$ cat src/rtl/music_pkg.sv
// ---------------------------------------------------------------------------
// music_pkg
//   Shared types and constants for the note sequencer and its FIFO.
//
//   NOTE_W / BEATS_W  : widths of the note code and of the beat field as
//                       presented at the input port.
//   DUR_W             : width of the stored beat count. One bit wider than
//                       BEATS_W so that an input of 0 can be kept as 16.
//   MAX_NOTE / REST   : highest playable semitone index and the silence code.
//   seq_state_t       : sequencer FSM state.
//   note_entry_t      : one FIFO entry {note, beats}, already sanitised.
//   sanitize_entry()  : maps a raw input pair onto a storable entry.
// ---------------------------------------------------------------------------
package music_pkg;

    localparam int NOTE_W  = 8;
    localparam int BEATS_W = 4;
    localparam int DUR_W   = BEATS_W + 1;

    localparam logic [NOTE_W-1:0] MAX_NOTE = 8'd71;
    localparam logic [NOTE_W-1:0] REST     = 8'd0;

    typedef enum logic [1:0] {
        ST_IDLE = 2'd0,
        ST_PLAY = 2'd1,
        ST_GAP  = 2'd2
    } seq_state_t;

    typedef struct packed {
        logic [NOTE_W-1:0] note;
        logic [DUR_W-1:0]  beats;
    } note_entry_t;

    localparam int ENTRY_W = NOTE_W + DUR_W;

    // Out-of-range notes become rests; a beat field of 0 means 16 beats.
    function automatic note_entry_t sanitize_entry(
        input logic [NOTE_W-1:0]  note,
        input logic [BEATS_W-1:0] beats
    );
        note_entry_t e;
        e.note  = (note > MAX_NOTE) ? REST : note;
        e.beats = (beats == '0) ? {1'b1, {BEATS_W{1'b0}}} : {1'b0, beats};
        return e;
    endfunction

endpackage

$ cat src/rtl/note_fifo.sv
// ---------------------------------------------------------------------------
// note_fifo
//   Synchronous show-ahead FIFO with a registered occupancy count.
//
//   clk, rst_n : clock (rising edge) and asynchronous active-low reset
//   clear      : synchronous clear; wins over push and pop on the same edge
//   push/wdata : write request and data; ignored when full or clearing
//   pop        : read request; ignored when empty or clearing
//   rdata      : head entry, valid whenever empty is low
//   full/empty : derived from the count register only
//   count      : number of occupied entries (0..DEPTH)
// ---------------------------------------------------------------------------
module note_fifo #(
    parameter int DEPTH = 16,
    parameter int WIDTH = 13
) (
    input  logic                     clk,
    input  logic                     rst_n,
    input  logic                     clear,
    input  logic                     push,
    input  logic                     pop,
    input  logic [WIDTH-1:0]         wdata,
    output logic [WIDTH-1:0]         rdata,
    output logic                     full,
    output logic                     empty,
    output logic [$clog2(DEPTH):0]   count
);

    localparam int PTR_W = $clog2(DEPTH);
    localparam int CNT_W = PTR_W + 1;

    logic [WIDTH-1:0] r_mem [DEPTH];
    logic [PTR_W-1:0] r_wr_ptr;
    logic [PTR_W-1:0] r_rd_ptr;
    logic [CNT_W-1:0] r_count;

    logic w_do_push;
    logic w_do_pop;

    assign full  = (r_count == CNT_W'(DEPTH));
    assign empty = (r_count == '0);
    assign count = r_count;
    assign rdata = r_mem[r_rd_ptr];

    // Full is judged on the registered count, so a full FIFO refuses a write
    // even if a pop frees a slot on the same edge.
    assign w_do_push = push && !full  && !clear;
    assign w_do_pop  = pop  && !empty && !clear;

    always_ff @(posedge clk or negedge rst_n) begin
        if (!rst_n) begin
            r_wr_ptr <= '0;
            r_rd_ptr <= '0;
            r_count  <= '0;
        end else if (clear) begin
            r_wr_ptr <= '0;
            r_rd_ptr <= '0;
            r_count  <= '0;
        end else begin
            if (w_do_push) begin
                r_wr_ptr <= r_wr_ptr + 1'b1;
            end
            if (w_do_pop) begin
                r_rd_ptr <= r_rd_ptr + 1'b1;
            end
            case ({w_do_push, w_do_pop})
                2'b10:   r_count <= r_count + 1'b1;
                2'b01:   r_count <= r_count - 1'b1;
                default: r_count <= r_count;
            endcase
        end
    end

    // Storage needs no reset: an entry is only read after it has been written.
    always_ff @(posedge clk) begin
        if (w_do_push) begin
            r_mem[r_wr_ptr] <= wdata;
        end
    end

endmodule

$ cat src/rtl/note_sequencer.sv
// ---------------------------------------------------------------------------
// note_sequencer
//   Queues note events and plays each for a programmed number of beats,
//   followed by a fixed silent gap, driving the fullnote code consumed by
//   the tone generator.
//
//   sysclk     : system clock, rising edge
//   rst_n      : asynchronous active-low reset
//   in_valid   : note event offered; accepted on an edge with in_ready high
//   in_ready   : FIFO has room and no flush is in progress (combinational)
//   in_note    : note code (0 = rest, 1..71 semitone, larger stored as rest)
//   in_beats   : duration in beats, 0 means 16
//   flush      : synchronous abort of the queue and the current note
//   fullnote   : registered note code (0 outside PLAY)
//   playing    : registered, high while in PLAY (rests included)
//   fifo_count : registered FIFO occupancy
//   dbg_state  : current FSM state, for observation only
//
//   Handshake: an entry transfers on every rising edge where in_valid and
//   in_ready are both high; in_valid may be raised or dropped at any time
//   and in_ready depends only on the count register and flush.
// ---------------------------------------------------------------------------
module note_sequencer
    import music_pkg::*;
#(
    parameter int BEAT_DIV   = 6_250_000,
    parameter int GAP_CYCLES = 250_000,
    parameter int FIFO_DEPTH = 16
) (
    input  logic                          sysclk,
    input  logic                          rst_n,
    input  logic                          in_valid,
    output logic                          in_ready,
    input  logic [NOTE_W-1:0]             in_note,
    input  logic [BEATS_W-1:0]            in_beats,
    input  logic                          flush,
    output logic [NOTE_W-1:0]             fullnote,
    output logic                          playing,
    output logic [$clog2(FIFO_DEPTH):0]   fifo_count,
    output seq_state_t                    dbg_state
);

    localparam int PRE_W = $clog2(BEAT_DIV);
    localparam int GAP_W = (GAP_CYCLES > 0) ? $clog2(GAP_CYCLES + 1) : 1;
    localparam int CNT_W = $clog2(FIFO_DEPTH) + 1;

    localparam logic [PRE_W-1:0] PRE_LAST = PRE_W'(BEAT_DIV - 1);
    localparam logic [GAP_W-1:0] GAP_LAST = (GAP_CYCLES > 0) ? GAP_W'(GAP_CYCLES - 1) : '0;
    localparam bit               HAS_GAP  = (GAP_CYCLES > 0);

    // ------------------------------------------------------------------
    // Registers
    // ------------------------------------------------------------------
    seq_state_t        r_state;
    logic [NOTE_W-1:0] r_fullnote;
    logic              r_playing;
    logic [PRE_W-1:0]  r_presc;       // cycle within the current beat
    logic [DUR_W-1:0]  r_beats_left;  // beats remaining, including current
    logic [GAP_W-1:0]  r_gap;         // cycle within the silent gap

    // ------------------------------------------------------------------
    // FIFO interface
    // ------------------------------------------------------------------
    note_entry_t        w_wr_entry;
    note_entry_t        w_head;
    logic [ENTRY_W-1:0] w_head_bits;
    logic               w_full;
    logic               w_empty;
    logic [CNT_W-1:0]   w_count;
    logic               w_push;
    logic               w_pop;
    logic               w_play_end;
    logic               w_gap_end;

    assign w_wr_entry = sanitize_entry(in_note, in_beats);
    assign w_head     = note_entry_t'(w_head_bits);

    assign in_ready = !w_full && !flush;
    assign w_push   = in_valid && in_ready;

    // Last cycle of the last beat, and last cycle of the gap.
    assign w_play_end = (r_state == ST_PLAY) && (r_presc == PRE_LAST)
                        && (r_beats_left == DUR_W'(1));
    assign w_gap_end  = (r_state == ST_GAP) && (r_gap == GAP_LAST);

    // The head is taken whenever the FSM is about to start a note: from
    // IDLE, at the end of a gap, or back-to-back when there is no gap.
    assign w_pop = !flush && !w_empty
                   && ((r_state == ST_IDLE) || w_gap_end || (w_play_end && !HAS_GAP));

    note_fifo #(
        .DEPTH (FIFO_DEPTH),
        .WIDTH (ENTRY_W)
    ) u_fifo (
        .clk   (sysclk),
        .rst_n (rst_n),
        .clear (flush),
        .push  (w_push),
        .pop   (w_pop),
        .wdata (w_wr_entry),
        .rdata (w_head_bits),
        .full  (w_full),
        .empty (w_empty),
        .count (w_count)
    );

    // ------------------------------------------------------------------
    // Sequencer FSM with prescaler, beat and gap counters. Every counter
    // restarts from a known value whenever a state is entered.
    // ------------------------------------------------------------------
    always_ff @(posedge sysclk or negedge rst_n) begin
        if (!rst_n) begin
            r_state      <= ST_IDLE;
            r_fullnote   <= REST;
            r_playing    <= 1'b0;
            r_presc      <= '0;
            r_beats_left <= '0;
            r_gap        <= '0;
        end else if (flush) begin
            r_state      <= ST_IDLE;
            r_fullnote   <= REST;
            r_playing    <= 1'b0;
            r_presc      <= '0;
            r_beats_left <= '0;
            r_gap        <= '0;
        end else if (w_pop) begin
            // Start (or restart) PLAY with the head entry.
            r_state      <= ST_PLAY;
            r_fullnote   <= w_head.note;
            r_playing    <= 1'b1;
            r_presc      <= '0;
            r_beats_left <= w_head.beats;
            r_gap        <= '0;
        end else begin
            case (r_state)
                ST_IDLE: begin
                    r_fullnote <= REST;
                    r_playing  <= 1'b0;
                end

                ST_PLAY: begin
                    if (w_play_end) begin
                        // Queue empty, or a gap follows every note.
                        r_state      <= HAS_GAP ? ST_GAP : ST_IDLE;
                        r_fullnote   <= REST;
                        r_playing    <= 1'b0;
                        r_presc      <= '0;
                        r_beats_left <= '0;
                        r_gap        <= '0;
                    end else if (r_presc == PRE_LAST) begin
                        r_presc      <= '0;
                        r_beats_left <= r_beats_left - 1'b1;
                    end else begin
                        r_presc <= r_presc + 1'b1;
                    end
                end

                ST_GAP: begin
                    if (w_gap_end) begin
                        // Reached only with an empty queue; otherwise w_pop.
                        r_state <= ST_IDLE;
                        r_gap   <= '0;
                    end else begin
                        r_gap <= r_gap + 1'b1;
                    end
                end

                default: begin
                    r_state    <= ST_IDLE;
                    r_fullnote <= REST;
                    r_playing  <= 1'b0;
                end
            endcase
        end
    end

    assign fullnote   = r_fullnote;
    assign playing    = r_playing;
    assign fifo_count = w_count;
    assign dbg_state  = r_state;

endmodule

$ cat config.mk
export PLATFORM = sky130hd
export DESIGN_NAME = note_sequencer
export DESIGN_NICKNAME = d
export VERILOG_FILES = /design/src/rtl/music_pkg.sv /design/src/rtl/note_fifo.sv /design/src/rtl/note_sequencer.sv
export SDC_FILE = /design/constraint.sdc
export NUM_CORES = 1
export LEC_CHECK = 0
export BUFFER_PORTS_ARGS = -buffer_cell sky130_fd_sc_hd__buf_2
export CELL_PAD_IN_SITES_DETAIL_PLACEMENT = 1
export CELL_PAD_IN_SITES_GLOBAL_PLACEMENT = 1
export CORE_MARGIN = 3
export CORE_UTILIZATION = 57
export CTS_CLUSTER_DIAMETER = 80
export DETAILED_ROUTE_END_ITERATION = 8
export PLACE_DENSITY = 0.86
export SLEW_MARGIN = 10
export SYNTH_ARGS = -nofsm -noshare
export SYNTH_HDL_FRONTEND = slang
export SYNTH_HIERARCHICAL = 1
export SYNTH_SLANG_ARGS = --single-unit
$ cat constraint.sdc
create_clock -name sysclk -period 7.5 [get_ports sysclk]
set_input_delay 1.125 -clock sysclk [delete_from_list [all_inputs] [get_ports sysclk]]
set_output_delay 1.125 -clock sysclk [all_outputs]
set_load 0.02 [all_outputs]
; After elaboration in Yosys (flattened, before gate mapping)
; Memories as Yosys holds them, arrays and structs flattened.
; Cells that the tools add are included.
[totals]
reg_bits = 70
latch_bits = 0
ram_bits = 208
mem_bits_ro = 0
inputBits = 16
mem_count = 1
[mem_list]
columns = memory, depth, word_bits, rd, rd_clocked_by_memory_dff, write_ports, line
row1 = u_fifo.r_mem, 16, 13, 1, 0, 1, note_fifo.sv:32  ; logic [WIDTH-1:0] r_mem [DEPTH];
[op_classes]
add_sub_neg = 7
n_mul = 0
n_div = 0
order_cmp = 1
n_eq_ne = 12
shifts = 0
n_mux = 38
bitwise_logic = 0
n_reduce_logical = 28
[op_table]
columns = operator, n
row1 = 23-bit two-way mux, 5
row2 = 18-bit two-way mux, 4
row3 = 18-bit one-hot mux with 2 select lines, 1
row4 = 5-bit two-way mux, 7
row5 = 8-bit two-way mux, 4
row6 = "23-bit by 1-bit adder with 23-bit output, second input constant", 1
row7 = "23-bit == test, second input constant", 1
row8 = "18-bit by 1-bit adder with 18-bit output, second input constant", 1
row9 = "18-bit == test, second input constant", 1
row10 = 4-bit two-way mux, 4
row11 = 8-bit one-hot mux with 2 select lines, 1
row12 = 1-bit logical AND, 11
row13 = 5-bit one-hot mux with 2 select lines, 1
row14 = "5-bit by 1-bit subtractor with 5-bit output, second input constant", 2
row15 = "4-bit by 1-bit adder with 4-bit output, second input constant", 2
row16 = "8-bit by 7-bit greater-than comparator with 1-bit output, second input constant", 1
row17 = 2-bit two-way mux, 4
row18 = "4-bit by 3-bit != test with 1-bit output, second input constant", 2
row19 = 4-bit nonzero test, 2
row20 = "3-bit by 2-bit != test with 1-bit output, second input constant", 2
row21 = 2-bit one-hot mux with 3 select lines, 1
row22 = 2-bit AND reduction, 3
row23 = 3-bit nonzero test, 2
row24 = "5-bit by 1-bit adder with 5-bit output, second input constant", 1
row25 = 13 further kinds, 22

; Longest topological paths before layout
[depth]
word_depth = 9
mapped_depth = 17
depth_no_buf = 14

; By module
; The synthesis kept the hierarchy.
[modules_own_cells]
columns = module, n_inst, cells_each, area_each_um2, seq_area_each_um2
row1 = note_fifo, 1, 496, 8924.8, 6571.3
row2 = note_sequencer, 1, 386, 3489.6, 1426.4

; Worst setup path after synthesis
; Ideal clock, no wire load.
[synth_path]
kind = register -> register
startpoint = reg u_fifo.r_count[0], in the netlist u_fifo/count[0]
endpoint = reg u_fifo.r_count[4], in the netlist u_fifo/count[4]
arrival_ns = 3.741
path_slack_ns = 3.619
path_stages_with_launch = 17
n_path_buf = 3
path_cell_list = dfrtp_1 > or4_1 > buf_2 > nor2_1 > nand2b_1 > nor3_4 > a21oi_1 > nor2_1 > clkbuf_1 > clkbuf_1 > o21ai_1 > or3_1 > fa_1 > nand2b_1 > a2111o_1 > o311ai_0 > a31oi_1
[synth_between]
elab_chain_len = 9
elab_cells_between_ends = 19
classes_between = add/sub: 2 / eq/ne: 3 / mux: 2 / reduce/logical: 12
[synth_lines]
columns = item, line
row1 = start: declaration, note_fifo.sv:35  ; logic [CNT_W-1:0] r_count;
row2 = start signal: assignment, note_fifo.sv:67  ; 2'b10: r_count <= r_count + 1'b1;
row3 = start signal: assignment, note_fifo.sv:68  ; 2'b01: r_count <= r_count - 1'b1;
row4 = start signal: assignment, note_fifo.sv:69  ; default: r_count <= r_count;
row5 = 5-bit logical NOT *, note_fifo.sv:41  ; assign empty = (r_count == '0);
row6 = via w_empty, note_sequencer.sv:68  ; logic w_empty;
row7 = 1-bit logical NOT *, note_sequencer.sv:88  ; assign w_pop = !flush && !w_empty
row8 = 1-bit logical AND *, note_sequencer.sv:88
row9 = 1-bit logical AND *, note_sequencer.sv:89  ; && ((r_state == ST_IDLE) || w_gap_end || (w_play_end && !HAS_GAP));
row10 = via w_pop, note_sequencer.sv:71  ; logic w_pop;
row11 = 1-bit logical AND * (2 in series), note_fifo.sv:48  ; assign w_do_pop = pop && !empty && !clear;
row12 = 2-bit by 1-bit == test with 1-bit output or 2-bit == test (tied branches), note_fifo.sv:66  ; case ({w_do_push, w_do_pop})
row13 = 5-bit one-hot mux with 2 select lines, note_fifo.sv:66
row14 = 5-bit two-way mux, note_fifo.sv:55  ; end else if (clear) begin
; The timed path passes the listed nets; every way through them passes the cells marked *.
; A chain may end at the register's enable or synchronous reset.

; Final worst setup path
[layout_path]
startpoint = reg u_fifo.r_count[1], in the netlist u_fifo/count[1]
endpoint = reg u_fifo.r_count[4], in the netlist u_fifo/count[4]
[layout_between]
elab_chain_len = 9
elab_cells_between_ends = 19
classes_between = add/sub: 2 / eq/ne: 3 / mux: 2 / reduce/logical: 12
[layout_lines]
columns = item, line
row1 = 5-bit logical NOT *, note_fifo.sv:41
row2 = via w_empty, note_sequencer.sv:68
row3 = 1-bit logical NOT *, "note_fifo.sv:48, note_sequencer.sv:88"
row4 = 1-bit logical AND, note_sequencer.sv:88
row5 = 1-bit logical AND, note_sequencer.sv:89
row6 = 1-bit logical AND * (2 in series), note_fifo.sv:48
row7 = 2-bit by 1-bit == test with 1-bit output or 2-bit == test (tied branches), note_fifo.sv:66
row8 = 5-bit one-hot mux with 2 select lines, note_fifo.sv:66
row9 = 5-bit two-way mux, note_fifo.sv:55
; Marks and branches as above.

==> qor.txt <==
Outcome - completed
Post-layout nets - 949
Die height - 153.6 um
Sequential Power Share - 0.432
# fillers - 1,962
Final slew viol count - 0
Core Region - 21,220 um^2
Sum Neg Setup Slack - 0 ns
Synth cell types - 68
Power Total - 4.173 mW
CP max stage delay - 0.72 ns
First-pass GRT wire length - 52.79 mm
Crit path DAT - 4.94 ns
Startpoint types - flip-flop
Commonest cells post-synth - edfxtp_1 (208), dfrtp_1 (70), mux2i_1 (58)
Pint - 2.884 mW
Share of cells above drive strength 1 - 0.1578
Max-cap violations - 0
Routability congestion estimate - 0.8641
Post-CTS Resized - 0
Avg Vias per Cell - 6.763
Switching power - 1.289 mW
CP Data Required Time - 7.95 ns
Fin Clk Skew - 0.01935 ns
TritonCTS buffer count - 28
Synthesis-to-finish area growth - 11.38%
CTS H-tree depth - 1
Final setup vio count - 0
EDFF count, synth - 208
Synth Instances - 882
Flops & latches, synth - 278
Yosys top cell by area - edfxtp_1
Sequential fraction of the synthesis area - 0.6442
Vias in the first global route - 8,813
Max-slew headroom - 0.1581
Post-route cell area - 13,830 um^2
Initial antenna violation count - 0
Logic gate share of total power - 0.231
Reg clk slew, reported paths - 0.06 ns
Worst path cell trace - or4_1, nor2_1, nand2b_1, nor3_4, a21oi_1, nor2_1, o21ai_1, or3_1, inv_1, ha_1, nor2_1, a21oi_1, or4_1, a31oi_1
Pin count of the biggest net entering global routing - 71
Detail Placement HPWL - 21.44 mm
GRT Residual Overflow - 0
Slowest CP cell - or4_1
CTS tree - yes
Vias - 8,204
HP Class - reg -> reg
DR iter-0 viols - 716
Placed inst area - 12,870 um^2
Gr usage total - 0.2885
Async set-reset flop share out of synthesis - 0.2518
Initial core utilization - 0.5850
Die ar. - 23,590 um^2
Max Fclk - 222.9 MHz
TritonRoute pass-1 iters - 5
Worst Max-Slew Pin Slew - 1.258 ns
Critical path capture point type - flip-flop
Root buffer cell - clkbuf_16
CP top delay family - simple AND/OR/NAND/NOR gates
VDD IR max - 221.0 uV
Min cycle time layout - 4.487 ns
Switch share - 0.3089
Remaining DRCs - 0
Final Cycle Share - 0.5983
Synth area leaders - edfxtp_1 (50%), dfrtp_1 (14%), mux4_2 (4.7%)
Worst Path Buf+Inv - 1
Final hold vios - 0
CP dominant cell by count - nor2_1
Post-Route WL - 33.96 mm
Ys flop type - edfxtp_1
Leakage - 4.806 nW
Critical path type - reg -> reg
Clock latency on the worst-skew pair - 0.55 ns
Clock Path Buffers - 3
Worst-path maximum fanout - 11
Top cell type's share of synthesized area - 0.5031
CTS Hold Bufs - 0
Antenna-violating nets left - 0
Cell Area, Synth - 12,410 um^2
IO Pins - 33
DR WL/cell - 28.00 um
Clock group share of total power - 0.336
I/O Buffers - 32
Clock sinks - 278
Setup bufs post-CTS - 0
Std-Cell Rows - 53
RSZ-0062 raised after global routing - no
ANT cells - 0
Top-count cell post-synth - edfxtp_1
DIE WIDTH - 153.6 um
Syn Area/Cell - 14.08 um^2
P per Cell Area - 301.8 nW/um^2
Yosys warns - 6
final cells by class:
type	instances	area, um^2	area share
flip-flops and latches	278	8001	0.5787
multi-input cells	543	4217	0.3049
clock buffers	36	760.7	0.05502
well taps	275	344.1	0.02488
repair buffers	43	252.7	0.01828
clock inverters	16	168.9	0.01222
inverters	22	82.58	0.005972
flip-flops by register name, summed over array words and instances (netlist names), 4 cells and up:
| signal | count |
|---|---|
| r_gap | 18 |
| u_fifo/r_wr_ptr | 4 |
| fullnote | 8 |
| r_beats_left | 5 |
| u_fifo/r_mem | 208 |
| u_fifo/count | 5 |
| u_fifo/r_rd_ptr | 4 |
| r_presc | 23 |
power groups by stage:
| stage | Clock [mW] | Combinational [mW] | Sequential [mW] |
|---|---|---|---|
| 2_1_floorplan | 0 | 0.687 | 1.82 |
| 6_report | 1.40 | 0.966 | 1.80 |
| 5_1_grt | 1.48 | 1.04 | 1.82 |
| 3_5_place_dp | 0 | 0.943 | 1.83 |
| 3_3_place_gp | 0 | 0.881 | 1.82 |
| 4_1_cts | 1.42 | 0.958 | 1.80 |
cell usage in the layout, fill, tap and decap left out, drive strengths merged, types with 13 or more instances in the layout:
master,netlist,final
edfxtp,208,208
dfrtp,70,70
mux2i,58,58
nand2,43,43
nor2,43,43
buf,27,43
clkbuf,27,36
a21oi,33,33
o21ai,31,31
a221oi,27,27
mux4,26,26
inv,22,22
nand3,20,20
a31oi,16,16
ha,16,16
conb,1,16
nor3,15,15
and3,14,14
nand2b,14,14
a41oi,14,14
a22oi,14,14
or4,14,14
clkinv,0,13
routing by layer:
layer | part of all wire | vias up | GRT usage | routed length (um)
met5 | 0 | - | 0 | 0
met4 | 0.028 | 0 | 0.08873 | 946
met3 | 0.068 | 72 | 0.05010 | 2324
met2 | 0.52 | 352 | 0.5083 | 17670
met1 | 0.38 | 4246 | 0.3685 | 13020
li1 | - | 3534 | - | -
stage by stage:
step	setup slack [ns]	hold slack, ns	util	cells
after detailed placement	3.132	0.4650	0.6063	1160
final	3.013	0.4975	0.6516	1213
after CTS	3.124	0.4901	0.6501	1212
after global placement	3.346	0.4586	0.6063	1160
after floorplan	3.619	0.4447	-	897
after global routing	2.708	0.5140	0.6516	1213
worst paths after layout:
| check | startpoint | cells past startpoint | endpoint | slack (ns) |
|---|---|---|---|---|
| max | u_fifo/count[1]$_DFFE_PN0P_ | 14 | u_fifo/count[4]$_DFFE_PN0P_ | 3.01 |
| min | playing$_DFFE_PN0P_ | 1 | playing$_DFFE_PN0P_ | 0.50 |
| max reg2reg | u_fifo/count[1]$_DFFE_PN0P_ | 14 | u_fifo/count[4]$_DFFE_PN0P_ | 3.01 |
| min reg2reg | playing$_DFFE_PN0P_ | 1 | playing$_DFFE_PN0P_ | 0.50 |
| max in group asynchronous | rst_n | 1 | u_fifo/r_rd_ptr[0]$_DFFE_PN0P_ | 6.00 |
| min in group asynchronous | rst_n | 1 | r_presc[9]$_DFFE_PN0P_ | 0.75 |
cell families after synthesis:
| logic type | count (synthesis) | share of synthesized area |
|---|---|---|
| xor+xnor | 9 | 0.006349 |
| flops | 278 | 0.6442 |
| other cells | 1 | 0.0003021 |
| buf+inv | 76 | 0.02580 |
| mux | 87 | 0.09665 |
| simple gates | 230 | 0.1036 |
| compound gates | 184 | 0.1053 |
| fa+ha+maj | 17 | 0.01774 |
worst register-to-register path: stages (launching register included):
cell and delay, ns:
dfrtp_1 0.44, or4_1 0.72, nor2_1 0.37, nand2b_1 0.25, nor3_4 0.08, a21oi_1 0.63
nor2_1 0.13, o21ai_1 0.22, or3_1 0.21, inv_1 0.09, ha_1 0.32, nor2_1 0.16
a21oi_1 0.11, or4_1 0.50, a31oi_1 0.18
Note: power is estimated with default switching activity, not from simulation.
